===== config.mk =====
export PLATFORM = sky130hd
export DESIGN_NAME = n_stream_demuxer
export DESIGN_NICKNAME = d
export VERILOG_FILES = /design/src/rtl/n_stream_demuxer.sv
export SDC_FILE = /design/constraint.sdc
export NUM_CORES = 1
export LEC_CHECK = 0
export ABC_AREA = 1
export CORE_MARGIN = 1.5
export CORE_UTILIZATION = 37
export CTS_CLUSTER_DIAMETER = 40
export DETAILED_ROUTE_END_ITERATION = 10
export PLACE_DENSITY = 0.77
export SETUP_SLACK_MARGIN = 0.2
export SLEW_MARGIN = 10
export SYNTH_ARGS = -nofsm -noshare
export SYNTH_HDL_FRONTEND = slang
export SYNTH_SLANG_ARGS = --single-unit
export TNS_END_PERCENT = 5

===== constraint.sdc =====
create_clock -name clock -period 1.3 [get_ports clock]
set_input_delay 0.325 -clock clock [delete_from_list [all_inputs] [get_ports clock]]
set_output_delay 0.325 -clock clock [all_outputs]
set_load 0.05 [all_outputs]

===== src/rtl/n_stream_demuxer.sv =====
// Single-register stream demultiplexer: one input stream steered to one of N_CH outputs.
// Optional round-robin destination pointer enabled by `define N_STREAM_DEMUXER_RR_EN.
module n_stream_demuxer #(
    parameter int N_CH = 4,
    parameter int W    = 8,
    parameter int S    = 2
) (
    input  logic            clock,
    input  logic            reset_,
`ifdef N_STREAM_DEMUXER_RR_EN
    input  logic            rr_mode,
`endif
    input  logic            in_valid,
    output logic            in_ready,
    input  logic [W-1:0]    in_data,
    input  logic [S-1:0]    in_sel,
    output logic [N_CH-1:0] out_valid,
    input  logic [N_CH-1:0] out_ready,
    output logic [W-1:0]    out_data,
    output logic            busy
);

    typedef enum logic {
        EMPTY = 1'b0,
        FULL  = 1'b1
    } state_t;

    state_t         state_q;
    state_t         state_d;
    logic [W-1:0]   data_q;
    logic [S-1:0]   dest_q;
    logic [S-1:0]   sel_dest;
    logic           load;
    logic           in_fire;

`ifdef N_STREAM_DEMUXER_RR_EN
    logic [S-1:0]   ptr_q;

    // S-bit wrap is exactly mod N_CH because N_CH is a power of two
    always_ff @(posedge clock or negedge reset_) begin
        if (!reset_) begin
            ptr_q <= '0;
        end else if (in_fire && rr_mode) begin
            ptr_q <= ptr_q + 1'b1;
        end
    end

    assign sel_dest = rr_mode ? ptr_q : in_sel;
`else
    assign sel_dest = in_sel;
`endif

    always_ff @(posedge clock or negedge reset_) begin
        if (!reset_) begin
            state_q <= EMPTY;
        end else begin
            state_q <= state_d;
        end
    end

    always_ff @(posedge clock or negedge reset_) begin
        if (!reset_) begin
            data_q <= '0;
            dest_q <= '0;
        end else if (load) begin
            data_q <= in_data;
            dest_q <= sel_dest;
        end
    end

    // in_ready depends only on state and the selected out_ready, never on in_valid
    always_comb begin
        state_d   = state_q;
        in_ready  = 1'b0;
        out_valid = '0;
        load      = 1'b0;
        in_fire   = 1'b0;
        case (state_q)
            EMPTY: begin
                in_ready = reset_;
                in_fire  = in_valid && in_ready;
                if (in_fire) begin
                    load    = 1'b1;
                    state_d = FULL;
                end
            end
            FULL: begin
                out_valid = {{(N_CH-1){1'b0}}, 1'b1} << dest_q;
                in_ready  = reset_ && out_ready[dest_q];
                in_fire   = in_valid && in_ready;
                if (in_fire) begin
                    load = 1'b1;
                end else if (out_ready[dest_q]) begin
                    state_d = EMPTY;
                end
            end
            default: begin
                state_d = EMPTY;
            end
        endcase
    end

    assign out_data = data_q;
    assign busy     = (state_q == FULL);

endmodule

==> results.md <==
* Worst path bufs/invs at 2
* Leading post-synthesis cells by cell area: dfrtp_1, nand2_1, nand3_2
* Vias in the first global route at between 600 and 700
* Rows at 14
* Final Power at approximately 3.5 mW
* Synth Warn # at 0
* Nets at 130
* Status: complete, but fails checks
* Routed wire length at around 1.5 mm
* I/O Buffers at 30
* Tot GR Track Use at 0.2031
* Worst setup EP type: primary output
* Max-slew violation count at 0
* Setup Crit Path Kind: register to primary output
* DRT Pass-1 Iters at 5
* Core Region at 0.001489 sq mm
* Design Area, Final at around 0.0013 sq mm
* Max transition margin at 0.7759
* Final core utilization at 0.8420
* Dpl cell area at around 0.0012 sq mm
* Slowest cell delay on critical path at ~0.43 ns
* Antenna Cells at 0
* Final hold vios at 0
* Commonest non-fill, non-tap cells in the layout: nand2_1, buf_12, clkdlybuf4s50_1
* Avg Vias per Cell at ~4.9
* Failing checks: negative setup slack
* Initial antenna violation count at 0
* Die Y at around 42 microns
* First-pass GRT wire length at 2.656 mm
* RSZ-0062 raised after global routing: true
* Final setup margin at -0.3638 ns
* Crit path top cell by count: nand2_2
* WP depth at 7
* Post-synthesis cell area at 576.8 sq um
* Fmax at between 600 and 700 MHz
* H-tree lvl count at 1
* Crit Path Max Fanout at 4
* Die W at roughly 42 microns
* Clk pin slew, worst setup/hold paths at ~0.07 ns
* #FFs+latches synth at 11
* Initial Utilization at 0.3874
* Worst setup SP type: register
* Netlist cell types at 13
* Share of cells above drive strength 1 at 0.5179
* Post-DP HPWL at between 1 and 1.5 mm
* Mean Syn Cell Area at approximately 9 sq um
* Max Buffers Root-to-Sink at 2
* Post-route minimum period at around 1.7 ns
* Hold Crit Class: input pin to asynchronous set/reset pin
* Critical-path cell list: inv_2, nand2_2, nand2_2, nand2_2, nand3_4, and2_4, buf_12
* CTS root buffer: clkbuf_4
* Final antenna-violating net count at 0
* Area leader, netlist: dfrtp_1
* Area Overhead vs Synth at 117.4%
* # IOs at 31
* Fin crit share at 1.280
* IR drop worst, VDD at a little over 2000 uV
* DRC Markers at 0
* Setup Skew at roughly 0.00085 ns
* Final setup fails at 16
* Power density over cell area at about 2800 mW/mm^2
* Crit-path slowest cell: dfrtp_1
* DR WL/cell at 12.02 microns
* Synth top area share at 0.4772
* Clock latency on the worst-skew pair at approximately 0.27 ns
* Largest net degree at the start of global routing at 13
* Post-Syn Instances at 64
* Reg2reg path depth at 11
* CTS tree: yes
* Leakage at between 0.6 and 0.7 nW
* Syn Nets at 81
* Family with the most delay on the worst path: flip-flops
* Drt first-iter violations at 11
* Clock Sinks at 11
* GPL Wtd Cong at about 0.77
* Grt total ovfl at 0
* Register area share after synthesis at 0.4772
* Max cap viols at 0
* CTS buffer count at 3
* Die area at roughly 0.0018 sq mm
* Tightest Pin Transition at about 0.34 ns
* Worst EP arrival at about 1.3 ns
* Routed via count at around 630
* Commonest non-fill, non-tap cell in the layout: nand2_1
* Hold-fix buffers, CTS at 0
* WP data required at slightly below 1 ns
## timing repair
| action | 4_1_cts | 5_1_grt |
|---|---|---|
| endpoints found under the setup margin | 25 | 25 |
| setup buffers | 1 | 1 |
| pin swaps | 6 | 6 |
| resized for setup | 9 | 5 |
## power by group
group,switching [mW],total (mW),internal (mW)
logic,1.33,2.54,1.21
registers,0.182,0.693,0.511
clock network,0.114,0.233,0.119
## sequential cells by signal, summed over array words and instances (netlist names)
signal,cells
busy,1
dest_q,2
out_data,8
## cell usage after synthesis, drive strengths merged
| cell type | count |
|---|---|
| and2 | 1 |
| nand3 | 11 |
| dfrtp | 11 |
| nor3 | 4 |
| inv | 4 |
| buf | 2 |
| nand2 | 31 |
## worst register-to-register path: cells and delay by family, from the launching register on
family                 cells  cell delay (ns)
AND/OR/NAND/NOR            7             0.47
buffers and inverters      4             0.46
flip-flops                 1             0.43
## final cells by class
cell class / count / area (sq um)
flip-flops and latches: 11 / 276.5
fillers: 85 / 235.2
clock buffers: 4 / 26.28
inverters: 4 / 15.01
multi-input cells: 47 / 334.1
repair buffers: 46 / 581.8
well taps: 16 / 20.02
## final timing paths
path	slack, ns	to	from
setup / recovery	-0.36	in_ready	dest_q[0]
hold / removal	0.46	dest_q[1]	reset_
setup reg to reg	-0.18	dest_q[1]	dest_q[0]
hold reg to reg	0.54	out_data[3]	out_data[3]
max in group asynchronous	0.68	out_data[2]	reset_
min in group clock	0.54	out_data[3]	out_data[3]
## cells by family after synthesis
| kind of cell | share of synthesized area |
|---|---|
| buffers and inverters | 0.05856 |
| flip-flops | 0.4772 |
| AND/OR/NAND/NOR | 0.4642 |
## stage by stage
step / TNS (ns) / hold WS [ns] / cells / setup WS, ns
6_report: -3.047 / 0.4581 / 128 / -0.3638
5_1_grt: -4.052 / 0.4602 / 128 / -0.4166
4_1_cts: -2.077 / 0.4453 / 127 / -0.3657
3_5_place_dp: -4.206 / 0.5254 / 122 / -0.3843
3_3_place_gp: -3.627 / 0.5167 / 122 / -0.3459
2_1_floorplan: -1.219 / 0.02941 / 64 / -0.2979
## metal layers
| layer | vias to the layer above | wire (microns) | track usage |
|---|---|---|---|
| met5 | - | 0 | 0 |
| met4 | 0 | 41 | 0.1313 |
| met3 | 4 | 82 | 0.03879 |
| li1 | 301 | - | - |
| met2 | 24 | 856 | 0.3723 |
| met1 | 296 | 559 | 0.2050 |
Power figures use the tool's default switching activity.
